**src/rtl/gpio_debounce.sv**
```systemverilog
// Per-bit synchroniser and debouncer for raw GPIO pins, with a Picoblaze-mapped bypass register.
// Optional GPIO_DEBOUNCE_EDGE_OUT_EN adds registered gpio_rise/gpio_fall pulse outputs.
module gpio_debounce #(
    parameter int unsigned WIDTH           = 8,
    parameter int unsigned SYNC_STAGES     = 2,
    parameter int unsigned DEBOUNCE_CYCLES = 16,
    parameter logic [7:0]  BASE_ADDRESS    = 8'h08
) (
    input  logic             clk,
    input  logic             reset,
    input  logic [7:0]       port_id,
    input  logic [7:0]       data_in,
    input  logic             write_strobe,
    output logic [7:0]       data_out,
    input  logic [WIDTH-1:0] gpio_pins,
    output logic [WIDTH-1:0] gpio_clean
`ifdef GPIO_DEBOUNCE_EDGE_OUT_EN
    ,
    output logic [WIDTH-1:0] gpio_rise,
    output logic [WIDTH-1:0] gpio_fall
`endif
);

    localparam int unsigned CW = $clog2(DEBOUNCE_CYCLES + 1);
    localparam logic [CW-1:0] CNT_LAST = CW'(DEBOUNCE_CYCLES - 1);

    logic [WIDTH-1:0] sync_q [SYNC_STAGES];
    logic [WIDTH-1:0] sync;
    logic [CW-1:0]    cnt      [WIDTH];
    logic [CW-1:0]    cnt_next [WIDTH];
    logic [WIDTH-1:0] clean_next;
    logic [WIDTH-1:0] bypass;

    assign sync = sync_q[SYNC_STAGES-1];

    always_ff @(posedge clk or negedge reset) begin
        if (!reset) begin
            for (int unsigned s = 0; s < SYNC_STAGES; s++) sync_q[s] <= '0;
        end else begin
            sync_q[0] <= gpio_pins;
            for (int unsigned s = 1; s < SYNC_STAGES; s++) sync_q[s] <= sync_q[s-1];
        end
    end

    // A matching sample anywhere in the run restarts the count; bypass forces the count to 0.
    always_comb begin
        clean_next = gpio_clean;
        for (int unsigned i = 0; i < WIDTH; i++) begin
            cnt_next[i] = '0;
            if (bypass[i]) begin
                clean_next[i] = sync[i];
            end else if (sync[i] != gpio_clean[i]) begin
                if (cnt[i] == CNT_LAST) begin
                    clean_next[i] = sync[i];
                end else begin
                    cnt_next[i] = cnt[i] + CW'(1);
                end
            end
        end
    end

    always_ff @(posedge clk or negedge reset) begin
        if (!reset) begin
            for (int unsigned i = 0; i < WIDTH; i++) cnt[i] <= '0;
            gpio_clean <= '0;
        end else begin
            for (int unsigned i = 0; i < WIDTH; i++) cnt[i] <= cnt_next[i];
            gpio_clean <= clean_next;
        end
    end

`ifdef GPIO_DEBOUNCE_EDGE_OUT_EN
    always_ff @(posedge clk or negedge reset) begin
        if (!reset) begin
            gpio_rise <= '0;
            gpio_fall <= '0;
        end else begin
            gpio_rise <= clean_next & ~gpio_clean;
            gpio_fall <= ~clean_next & gpio_clean;
        end
    end
`endif

    // Read samples bypass before this edge's write lands, so a same-cycle write reads the old value.
    always_ff @(posedge clk or negedge reset) begin
        if (!reset) begin
            bypass   <= '0;
            data_out <= '0;
        end else begin
            if (write_strobe && port_id == BASE_ADDRESS) bypass <= WIDTH'(data_in);
            data_out <= (port_id == BASE_ADDRESS) ? 8'(bypass) : 8'h00;
        end
    end

endmodule

```
**config.mk**
```make
export PLATFORM = sky130hd
export DESIGN_NAME = gpio_debounce
export DESIGN_NICKNAME = d
export VERILOG_FILES = /design/src/rtl/gpio_debounce.sv
export SDC_FILE = /design/constraint.sdc
export NUM_CORES = 1
export LEC_CHECK = 0
export ABC_AREA = 1
export CAP_MARGIN = 40
export CORE_ASPECT_RATIO = 2
export CORE_MARGIN = 5
export CORE_UTILIZATION = 50
export CTS_BUF_LIST = sky130_fd_sc_hd__clkbuf_16
export CTS_CLUSTER_SIZE = 25
export DETAILED_ROUTE_END_ITERATION = 7
export PLACE_DENSITY = 0.71
export SETUP_SLACK_MARGIN = 0.2
export SLEW_MARGIN = 20
export SYNTH_ARGS = -nofsm -noshare
export SYNTH_HDL_FRONTEND = slang
export SYNTH_SLANG_ARGS = --single-unit
```
**constraint.sdc**
```tcl
create_clock -name clk -period 3.2 [get_ports clk]
set_input_delay 0.64 -clock clk [delete_from_list [all_inputs] [get_ports clk]]
set_output_delay 0.64 -clock clk [all_outputs]
set_load 0.02 [all_outputs]
```
# ---- After elaboration in Yosys (flattened, before gate mapping)
# Index checks and enable logic that the tools add are counted.
dict set report totals {
  ff_bits 80
  wordCells 119
  out_inout_bits 16
  inputBits 27
}
dict set report classes {
  mux 49
  n_reduce_logical 25
  add_sub_neg 8
  eq_ne 17
}
# cell count
set op_table {}
lappend op_table {{2-to-1 mux 5 bit} 24}
lappend op_table {{adder 5 x 1 -> 5 bit, second input constant} 8}
lappend op_table {{equality test 5 x 4 -> 1 bit, second input constant} 8}
lappend op_table {{nonzero test 2 bit} 16}
lappend op_table {{2-to-1 mux 1 bit} 24}
lappend op_table {{AND reduction 2 bit} 8}
lappend op_table {{equality test 8 x 4 -> 1 bit, second input constant} 1}
lappend op_table {{2-to-1 mux 8 bit} 1}
lappend op_table {{inequality test 1 bit} 8}
lappend op_table {{logical AND 1 bit} 1}

# ---- Depth between registers and ports, before layout
dict set report logic_depth {
  word_depth 4
  mapped_depth 7
  ltp_nobuf 7
}

# ---- Worst setup path before layout
# Ideal clock, no wire load.
dict set report synth_path {
  path_kind {input -> register}
  startpoint {in write_strobe}
  endpoint {reg bypass[0]}
  path_buffers 1
  setup_slack_ps 1959
  t_required_ps 3082
  setup_time_ps 118
  t_arrival_ps 1123
  stages 4
  path_cell_list {buf_2 > nand3_1 > nand2_1 > nand2_1}
}
dict set report synth_between {
  elab_chain_len 1
}
# item line_no
set synth_lines {}
lappend synth_lines {{start, declared} 13} ;# input logic write_strobe,
lappend synth_lines {{logical AND 1 bit} 90} ;# if (write_strobe && port_id == BASE_ADDRESS) bypass <= WIDTH'(data_in);
lappend synth_lines {{end signal, assigned} 90}
lappend synth_lines {{end, declared} 32} ;# logic [WIDTH-1:0] bypass;
# Every way passes these cells.
# A chain may end at the register's enable or synchronous reset.

# ---- Worst setup path in the final report
dict set report layout_path {
  startpoint {reg gpio_clean[1]}
  endpoint {out gpio_clean[1]}
}
# item line_no
set layout_rtl {}
lappend layout_rtl {{start, declared} 16} ;# output logic [WIDTH-1:0] gpio_clean
lappend layout_rtl {{start signal, assigned} 68} ;# gpio_clean <= clean_next;
# No word-level cell between the ends.

==> results.yml <==
pwr:
  pwr-share-clk: 0.314
  ir_drop_v: 0.000370
  power_frac_comb: 0.197
  power_density_mw_per_mm2: 676
  p_seq_frac: 0.489
  p_sw_mw: 0.756
  sw_frac_of_total: 0.282
  intPower_mw: 1.92
  leakagePower_nw: 2.01
global_routing:
  grt-ovfl-total: 0
  grt_start_max_net_pins: 55
  grt_pass1_wl_mm: 9.45
  met2_usage: 0.265
  grt_pass1_vias: 2280
  met3_usage: 0.0458
  grt_antenna_before_repair: 0
  grt.busiest_layer: "met2"
  track_usage: 0.155
  grt_use_met1: 0.167
worst_setup_path:
  r2r_start: "cnt[5]"
  critPathArrivalTime_ns: 1.33
  crit_path_start_kind: "flop"
  worst-path-buf-inv: 1
  cp-end-kind: "output port"
  crit_type: "reg -> out"
  crit_fanout: 3
  cp_slowest_cell: "clkdlybuf4s50_1"
  worstPathRequired_ns: 2.56
  rr_endpoint: "cnt[5]"
  critical-path-max-stage-delay_ns: 0.62
  ff2ff_setup_slack_ns: 1.97
  rr_worst_depth: 6
  crit_chain: "clkdlybuf4s50_1"
  critical_path.top_delay_family: "buffers and inverters"
place:
  portBuffers: 42
  globalplace.congestion: 0.767
  dp_hpwl_mm: 3.97
  placed_area_sq_mm: 0.00371
synth:
  ys_seq_area_frac: 0.632
  synthTopCellsByArea: "dfrtp_1 (63%), nand2_1 (8.2%), nand3_1 (4.6%)"
  synthTopCellsByCount: "dfrtp_1 (80), nand2_1 (69), nor2_1 (33)"
  synth_top_family_by_area: "simple AND/OR/NAND/NOR gates"
  synthAdderAreaFrac: 0.0316
  synth_compound_area_frac: 0.0364
  ys.flop_type: "dfrtp_1"
  synth_edf_count: 0
  muxShareOfSynthArea: 0
  synth_xor_area_frac: 0.0498
  synth-seq-cells: 80
  yosys.area_share.simple: 0.208
  netlist-cell-type-count: 20
  ys_warn_count: 0
  synth.net_count: 343
  yosysTopAreaCell: "dfrtp_1"
  synth_area_sq_mm: 0.00317
  synth.avg_cell_area_sq_um: 10.3
  synthArstFlopShare: 1.00
  yosysMostFrequentCell: "dfrtp_1"
  syn_inst: 308
  synth_top_area_share: 0.632
routing:
  via_per_inst: 4.78
  drtPass1Iterations: 4
  drt-total-wl_mm: 5.44
  drc: 0
  ant_nets: 0
  drt_iter0_drc: 88
  vias: 2151
  wl_per_cell_um: 12.1
die:
  core-area_sq_mm: 0.00626
  row_count: 41
  die_area_sq_mm: 0.00812
  die_y_um: 123
  die_x_um: 66.3
  pin_count: 43
  start_util: 0.506
clock_tree:
  post_cts_buffers: 0
  cts_resized: 0
  cts-htree-levels: 3
  cts_num_sinks: 80
  cts_root_buf: "clkbuf_16"
  cts_hold_buf: 0
  tritoncts: "built"
  insertion_delay_ns: 0.32
  cts.path.max_buffers: 2
  cts_buffers: 9
  path_clk_slew_ns: 0.05
timing:
  setup_viol: 0
  report.final.slew_viol_count: 0
  fin_crit_ns: 1.97
  rsz0062_at_grt: "false"
  tns_ns: 0
  worstMarginPinSlew_ns: 0.355
  relSlewSlack: 0.763
  hold_viol: 0
  fin_skew_ns: 0.00551
  period_share: 0.616
  fmax_mhz: 507
cells_and_area:
  seq_area_sq_mm: 0.00200
  area.growth.synth_to_final_pct: 25.0
  antenna_cells: 0
  nFillCells: 533
  design_area_sq_mm: 0.00396
  nets: 396
  drive_above_1_share: 0.0659
  multi_input_area_sq_mm: 0.00103
outcome:
  status: "completed"
hold_path:
  hold_path_class: "in -> async"
flow_run:
  maxCapViolCount: 0
## logic make-up (layout without fill, tap and decap cells)
group                      count (synthesis)  after routing
buffers and inverters                     34             90
adders and majority gates                  8              8
DFF                                       80             80
xor gates and xnor gates                  18             18
and+or+nand+nor                          151            151
AOI/OAI and AO/OA                         17             17
## cell type report
class,count,share of cell area
Clock buffer,9,0.0569
Clock inverter,5,0.00474
Inverter,33,0.0319
Multi-Input combinational cell,194,0.261
Sequential cell,80,0.506
Tap cell,86,0.0272
Timing Repair Buffer,43,0.113
## worst max-delay path by stage
stage | startpoint | endpoint | slack, ns | cells past startpoint
final | gpio_clean[1] | gpio_clean[1] | 1.23 | 1
after CTS | gpio_clean[6] | gpio_clean[6] | 1.21 | 1
after floorplan | write_strobe | bypass[0] | 1.96 | 4
after detailed placement | write_strobe | bypass[4] | 1.31 | 4
after global routing | gpio_clean[1] | gpio_clean[1] | 1.17 | 1
after global placement | write_strobe | bypass[4] | 1.34 | 4
## routing by layer
| layer | share of wire | vias up |
|---|---|---|
| met2 | 0.52 | 38 |
| met3 | 0.052 | 7 |
| met5 | 0 | - |
| met1 | 0.40 | 1026 |
| met4 | 0.020 | 0 |
| li1 | - | 1080 |
## through the flow
step,power (mW),hold WS [ns],setup slack [ns],cells,util
6_report,2.68,0.231,1.23,450,0.632
5_1_grt,2.85,0.249,1.17,450,0.632
4_1_cts,2.72,0.233,1.21,450,0.632
3_5_place_dp,1.86,0.340,1.31,436,0.593
3_3_place_gp,1.83,0.333,1.34,435,0.589
2_1_floorplan,1.64,0.331,1.96,308,-
## power by group through the flow
stage	clock network (mW)	registers, mW	logic, mW
floorplan	0	1.34	0.295
global placement	0	1.31	0.517
detailed placement	0	1.32	0.534
CTS	0.868	1.31	0.538
global route	0.908	1.33	0.606
finish	0.841	1.31	0.527
## placed cells by master, fill, tap and decap left out, drive strengths merged
cell type and n:
a211oi 1, a21oi 4, buf 2, clkbuf 9, clkdlybuf4s50 41, clkinv 3, dfrtp 80, ha 8
inv 35, nand2 71, nand3 29, nand3b 1, nor2 43, nor3 7, o211a 4, o211ai 3
o21ai 5, xnor2 6, xor2 12
## flip-flops by register name (all words and copies together), names as in the netlist
register and flops:
gpio_clean 8, sync 8, bypass 8, cnt 40, sync_q 8, data_out 8
(Power assumes the default switching activity.)
